<file path="src/rtl/jk_updown_counter_pkg.sv">
// -----------------------------------------------------------------------------
// jk_updown_counter_pkg
// Shared definitions for the JK-based up/down modulo counter:
//   - default WIDTH / MODULUS of the counter
//   - JK excitation encoding {J,K}
//   - helper that derives the {J,K} pair that moves a cell from q to n
// -----------------------------------------------------------------------------
package jk_updown_counter_pkg;

   localparam int DEFAULT_WIDTH   = 4;
   localparam int DEFAULT_MODULUS = 10;

   // {J,K} encoding of a JK cell operation
   typedef enum logic [1:0] {
      JK_HOLD   = 2'b00,
      JK_RESET  = 2'b01,
      JK_SET    = 2'b10,
      JK_TOGGLE = 2'b11
   } jk_op_e;

   // Excitation that moves a cell from q to n using only SET/RESET/HOLD,
   // so the toggle code is never produced.
   function automatic logic [1:0] jk_excite(input logic q, input logic n);
      return {(~q & n), (q & ~n)};
   endfunction

endpackage

</file>
<file path="src/rtl/jk_updown_counter_jk_cell.sv">
// -----------------------------------------------------------------------------
// jk_cell
// Single JK flip-flop with asynchronous active-low reset (clears to 0).
// Ports:
//   clk   - rising-edge clock
//   rst_n - asynchronous active-low reset
//   j, k  - JK excitation inputs
//   q     - stored bit
// -----------------------------------------------------------------------------
module jk_cell
   import jk_updown_counter_pkg::*;
(
   input  logic clk,
   input  logic rst_n,
   input  logic j,
   input  logic k,
   output logic q
);

   logic q_q;
   logic q_d;

   // JK next-state decode
   always_comb begin
      q_d = q_q;
      case ({j, k})
         JK_HOLD:   q_d = q_q;
         JK_RESET:  q_d = 1'b0;
         JK_SET:    q_d = 1'b1;
         JK_TOGGLE: q_d = ~q_q;
         default:   q_d = q_q;
      endcase
   end

   // Storage flop with asynchronous clear
   always_ff @(posedge clk or negedge rst_n) begin
      if (!rst_n) begin
         q_q <= 1'b0;
      end else begin
         q_q <= q_d;
      end
   end

   assign q = q_q;

endmodule

</file>
<file path="src/rtl/jk_updown_counter.sv">
// -----------------------------------------------------------------------------
// jk_updown_counter
// Modulo-MODULUS up/down counter whose bits are held in JK cells.
// Priority per edge: load (clamped to MODULUS-1), then count, then hold.
// Ports:
//   clk      - rising-edge clock
//   rst_n    - asynchronous active-low reset (count=0, wrap=0)
//   en       - count enable
//   up       - direction, 1 = increment, 0 = decrement
//   load     - synchronous parallel load request
//   load_val - value to load (clamped to MODULUS-1)
//   count    - registered counter value
//   tc       - combinational terminal-count flag
//   wrap     - registered one-cycle pulse following a wrap-around edge
// -----------------------------------------------------------------------------
module jk_updown_counter
   import jk_updown_counter_pkg::*;
#(
   parameter int WIDTH   = DEFAULT_WIDTH,
   parameter int MODULUS = DEFAULT_MODULUS
) (
   input  logic             clk,
   input  logic             rst_n,
   input  logic             en,
   input  logic             up,
   input  logic             load,
   input  logic [WIDTH-1:0] load_val,
   output logic [WIDTH-1:0] count,
   output logic             tc,
   output logic             wrap
);

   localparam logic [WIDTH-1:0] MAX_VAL  = WIDTH'(MODULUS - 1);
   localparam logic [WIDTH-1:0] ZERO_VAL = WIDTH'(0);
   localparam logic [WIDTH-1:0] ONE_VAL  = WIDTH'(1);

   logic [WIDTH-1:0] count_q;
   logic [WIDTH-1:0] count_d;
   logic [WIDTH-1:0] jk_j_s;
   logic [WIDTH-1:0] jk_k_s;
   logic             tc_s;
   logic             wrap_q;
   logic             wrap_d;

   // Next count value: load (clamped) beats count, count beats hold
   always_comb begin
      count_d = count_q;
      if (load) begin
         count_d = (load_val > MAX_VAL) ? MAX_VAL : load_val;
      end else if (en) begin
         if (up) begin
            count_d = (count_q == MAX_VAL) ? ZERO_VAL : (count_q + ONE_VAL);
         end else begin
            count_d = (count_q == ZERO_VAL) ? MAX_VAL : (count_q - ONE_VAL);
         end
      end else begin
         count_d = count_q;
      end
   end

   // Terminal count only when this edge will actually wrap (a load masks it)
   always_comb begin
      tc_s = en & ~load &
             ((up & (count_q == MAX_VAL)) | (~up & (count_q == ZERO_VAL)));
   end

   // Per-bit JK excitation toward count_d
   always_comb begin
      jk_j_s = '0;
      jk_k_s = '0;
      for (int i = 0; i < WIDTH; i++) begin
         {jk_j_s[i], jk_k_s[i]} = jk_excite(count_q[i], count_d[i]);
      end
   end

   // Wrap pulse is simply tc delayed by one edge
   always_comb begin
      wrap_d = tc_s;
   end

   // Wrap pulse register
   always_ff @(posedge clk or negedge rst_n) begin
      if (!rst_n) begin
         wrap_q <= 1'b0;
      end else begin
         wrap_q <= wrap_d;
      end
   end

   for (genvar g = 0; g < WIDTH; g++) begin : g_bit
      jk_cell u_cell (
         .clk   (clk),
         .rst_n (rst_n),
         .j     (jk_j_s[g]),
         .k     (jk_k_s[g]),
         .q     (count_q[g])
      );
   end

   assign count = count_q;
   assign tc    = tc_s;
   assign wrap  = wrap_q;

endmodule
</file>
<file path="config.mk">
export PLATFORM = sky130hd
export DESIGN_NAME = jk_updown_counter
export DESIGN_NICKNAME = d
export VERILOG_FILES = /design/src/rtl/jk_updown_counter_pkg.sv /design/src/rtl/jk_updown_counter_jk_cell.sv /design/src/rtl/jk_updown_counter.sv
export SDC_FILE = /design/constraint.sdc
export NUM_CORES = 1
export LEC_CHECK = 0
export CAP_MARGIN = 20
export CORE_AREA = 2 2 39 41
export DETAILED_ROUTE_END_ITERATION = 8
export DIE_AREA = 0 0 41 43
export SYNTH_ARGS = -nofsm -noshare
export SYNTH_HDL_FRONTEND = slang
export SYNTH_HIERARCHICAL = 1
export SYNTH_SLANG_ARGS = --single-unit
</file>
<file path="constraint.sdc">
create_clock -name clk -period 2.43 [get_ports clk]
set_clock_uncertainty 0.1 [all_clocks]
set_input_delay 0.243 -clock clk [delete_from_list [all_inputs] [get_ports clk]]
set_output_delay 0.243 -clock clk [all_outputs]
set_load 0.02 [all_outputs]
</file>
# == Word level (Yosys, flattened, before mapping) ==
# Index checks and enable logic that the tools add are counted.
# op_classes
n_addsub,2
magnitude_cmp,1
eq_ne,13
muxes,10
n_bitwise,23
reduce_logical,5
# op_table
cell,count
two-way mux 4 bit,6
"equality test 2 bit, second input constant",8
AND 1 bit,12
case mux 1 bit (3 select lines),4
NOT 1 bit,10
"equality test 2 x 1 -> 1 bit, second input constant",4
logical NOT 2 bit,4
"adder 4 x 1 -> 4 bit, second input constant",1
"equality test 4 bit, second input constant",1
"greater-than comparator 4 bit, second input constant",1
logical NOT 4 bit,1
"subtractor 4 x 1 -> 4 bit, second input constant",1
OR 1 bit,1
# totals
ff_bits,5
inputBits,9
out_inout_bits,6
elab_cells,59

# == Depth between registers and ports, before layout ==
# depth
ltp_word,9
depth_mapped,6
ltp_nobuf,5

# == Hierarchy ==
# Netlist, hierarchy kept.
# by_module_without_submodules
module,instances,cells_each,area_each_um2,seq_area_each_um2
jk_updown_counter,1,40,281.5,25.0
jk_cell,4,3,33.8,25.0

# == Least setup slack after synthesis ==
# Ideal clock, no wire load.
# synth_timing
path_kind,register -> output
start,reg g_bit[0].u_cell.q_q
end,out tc
arrival_time_ns,1.629
required_time_ns,2.087
slack_ns,0.458
stages_incl_launch_ff,4
path_buffers,1
cell_sequence,dfrtp_1 -> clkbuf_2 -> or3_1 -> a2111oi_2
# synth_via
elab_chain_len,4
word_cells_on_any_way,6
cone_classes,1 x eq/ne; 4 x bitwise; 1 x reduce/logical
# synth_lines
element,line_no,rtl
start: declaration,jk_updown_counter_jk_cell.sv:20,logic q_q;
start signal: assignment,jk_updown_counter_jk_cell.sv:40,q_q <= q_d;
equality test 4 bit or logical NOT 4 bit (tied branches),jk_updown_counter.sv:64,((up & (count_q == MAX_VAL)) | (~up & (count_q == ZERO_VAL)));
AND 1 bit,jk_updown_counter.sv:64,
OR 1 bit (*),jk_updown_counter.sv:64,
AND 1 bit (*),jk_updown_counter.sv:63,tc_s = en & ~load &
end: declaration,jk_updown_counter.sv:29,"output logic tc,"
# Mark *: on every way between the ends. The rest lies on a longest branch, timed or not.

# == Worst setup path in the final report ==
# layout_timing
start,in up
end,out tc
# layout_via
elab_chain_len,4
word_cells_on_any_way,5
cone_classes,5 x bitwise
# layout_lines
element,line_no,rtl
start: declaration,jk_updown_counter.sv:25,"input logic up,"
NOT 1 bit,jk_updown_counter.sv:64,
AND 1 bit,jk_updown_counter.sv:64,
OR 1 bit (*),jk_updown_counter.sv:64,
AND 1 bit (*),jk_updown_counter.sv:63,
# Marks and branches as above.

==> results_dict.tcl <==
set metrics [dict create \
    clk_pin_slew_ps 40 \
    area_delta_synth_final_pct 48.3 \
    min_path_type "input port to asynchronous set/reset pin" \
    place.gp.congestion 0.767 \
    critical_path_arrival_ps 1840 \
    root_buffer "clkbuf_4" \
    regArea_sq_um 125 \
    relSlewSlack_pct 78.0 \
    powerDensity_nw_per_um2 981 \
    dp.cells 84 \
    syn_inst 52 \
    netlist_top_cells_area "dfrtp_1, a21oi_1, nor2_1, o211a_1, a2111oi_2" \
    cts_buffers 3 \
    clk_latency_ps 240 \
    ir_worst_vdd_v 0.000529 \
    fmax_mhz 458 \
    start_util_pct 30.1 \
    clkSinkCount 5 \
    whs_ps 112 \
    antenna_cells 0 \
    place_area_sq_um 593 \
    drtAntennaViolNets 0 \
    portBuffers 14 \
    finalInstanceArea_sq_um 618 \
    tightest_slew_ps 326 \
    slowest_stage "clkdlybuf4s50_1" \
    dieArea_sq_um 1760 \
    num_rows 14 \
    timing.setup.tns_ps 0 \
    min_period_ps 2190 \
    crit_path_max_fanout 2 \
    drive_gt1_share_pct 15.3 \
    grt_overflow 0 \
    drt-initial-drc-count 8 \
    required_ps 2090 \
    start_kind "input port" \
    synth_seq_area_share_pct 30.0 \
    ios 15 \
    via_per_inst 5.08 \
    core_sq_um 1380 \
    multi_input_area_sq_um 267 \
    grt_usage_pct 12.8 \
    hold_viol_final 0 \
    yosysUniqueCellTypes 28 \
    ys_ff_latch 5 \
    avgSynthCellArea_sq_um 8.01 \
    ys_warn_count 6 \
    nets 82 \
    fin_util_pct 44.7 \
    final_cells 88 \
    critPathMaxStageDelay_ps 430 \
    power.total_mw 0.606 \
    antenna_found_initial 0 \
    yosysTopAreaCellShare_pct 30.0 \
    via_count 447 \
    drv_slew 0 \
    drc 0 \
    period_share_pct 90.0 \
    finalWirelength_um 1000 \
    cts_buffer_depth 2 \
    fill_cells 145 \
    htreeDepth 1 \
    grt_max_degree 12 \
    syn-cell-area_sq_um 417 \
    finalSetupViolations 0 \
    cp-end-kind "output pin" \
    outcome "complete, no violations" \
    cp_cell_sequence "clkdlybuf4s50_1 > or3_1 > a2111oi_2 > dlygate4sd2_1" \
    dr.pass1.iters 4 \
    cap_violations 0 \
    grt_pass1_vias 404 \
    die-width_um 41 \
    grt_pass1_wl_um 1590 \
    syn-num-nets 61 \
    cts_tree "done" \
    post-dp-hpwl_um 803 \
    critPathKind "input port to output pin" \
    die_h_um 43 \
    worst_slack_ps 244 \
    post-place-ws_ps -44.4 \
    yosysTopAreaCell "dfrtp_1" \
    routedWlPerCell_um 11.4 \
    rsz0062_at_grt "no" \
    p_leak_nw 0.269 \
]
-- logic make-up (layout without fill, tap and decap cells) --
logic type | after synthesis | count (layout) | share of synthesized area [%]
AND/OR/NAND/NOR | 23 | 23 | 30.0
AO/OA/AOI/OAI | 18 | 18 | 29.7
flip-flops | 5 | 5 | 30.0
buffers and inverters | 4 | 24 | 6.00
XOR/XNOR | 2 | 2 | 4.20
-- power breakdown --
part           total [mW]  switching [mW]  leakage, nW  internal [mW]
combinational       0.341           0.177        0.194          0.164
sequential          0.171          0.0523       0.0604          0.118
clock              0.0947          0.0328       0.0150         0.0620
-- metal layers --
metal,GRT usage (%),wire length (um)
met4,2.00,0
met1,16.7,472
met3,4.71,38
met5,0,0
met2,20.0,493
-- flip-flops by register name (all words and copies together) (netlist names) --
register and flops:
g_bit.u_cell/q 4, wrap 1
-- layout make-up --
class | count | share of cell area (%)
multi-input cells | 43 | 43.1
inverters | 1 | 0.607
flip-flops and latches | 5 | 20.2
repair buffers | 19 | 28.5
clock buffers | 4 | 4.25
well taps | 16 | 3.24
-- repair_timing --
item	in CTS	in global routing
endpoints found under the setup margin	1	0
endpoints found under the hold margin	0	0
hold buffers	0	0
buffers inserted	0	0
gates resized for setup	1	0
-- layout by cell type (no fill, tap or decap) --
cell type	Yosys	routed
nor2b_1	2	2
a22oi_1	1	1
and3_2	1	1
o211ai_1	1	1
a2111oi_2	1	1
nor2_1	6	6
or3_1	1	1
a221oi_1	1	1
clkbuf_1	0	1
xor2_1	1	1
nor4_1	1	1
nand3b_1	2	2
and4_2	1	1
o21a_1	1	1
dfrtp_1	5	5
nand2_1	4	4
nor3_1	1	1
xnor2_1	1	1
nand3_1	2	2
inv_1	1	1
nand2b_1	1	1
a21oi_1	8	8
dlygate4sd2_1	0	1
a211oi_1	1	1
o211a_1	2	2
and3b_1	1	1
clkdlybuf4s50_1	0	13
o21ai_0	2	2
clkbuf_4	0	3
buf_4	0	5
-- synthesized netlist by cell type --
cell type / instances
dfrtp_1: 5
nand2_1: 4
a22oi_1: 1
xor2_1: 1
nand3_1: 2
a211oi_1: 1
a21oi_1: 8
buf_2: 1
xnor2_1: 1
and4_2: 1
nand2b_1: 1
o211a_1: 2
and3_2: 1
nand3b_1: 2
nor2_1: 6
buf_6: 1
or3_1: 1
o211ai_1: 1
nor3_1: 1
o21ai_0: 2
clkbuf_2: 1
and3b_1: 1
a221oi_1: 1
inv_1: 1
a2111oi_2: 1
o21a_1: 1
nor2b_1: 2
nor4_1: 1
-- worst max-delay path: cells and delay by family --
kind	cells	cell delay, ps
and+or+nand+nor	1	380
buffers and inverters	2	810
AOI/OAI and AO/OA	1	410
-- worst paths after layout --
kind                                                from                            end  cells after the start  slack (ps)
max in group asynchronous                          rst_n  g_bit[2].u_cell/q$_DFFE_PN0P_                      1        1940
setup reg to reg           g_bit[2].u_cell/q$_DFFE_PN0P_  g_bit[2].u_cell/q$_DFFE_PN0P_                      5         810
hold / removal                                     rst_n                 wrap$_DFF_PN0_                      1         110
setup / recovery                                      up                             tc                      4         240
hold reg to reg            g_bit[0].u_cell/q$_DFFE_PN0P_                 wrap$_DFF_PN0_                      2         470
min in group clk           g_bit[0].u_cell/q$_DFFE_PN0P_                 wrap$_DFF_PN0_                      2         470
No activity file was read; power rests on OpenSTA's default activity.
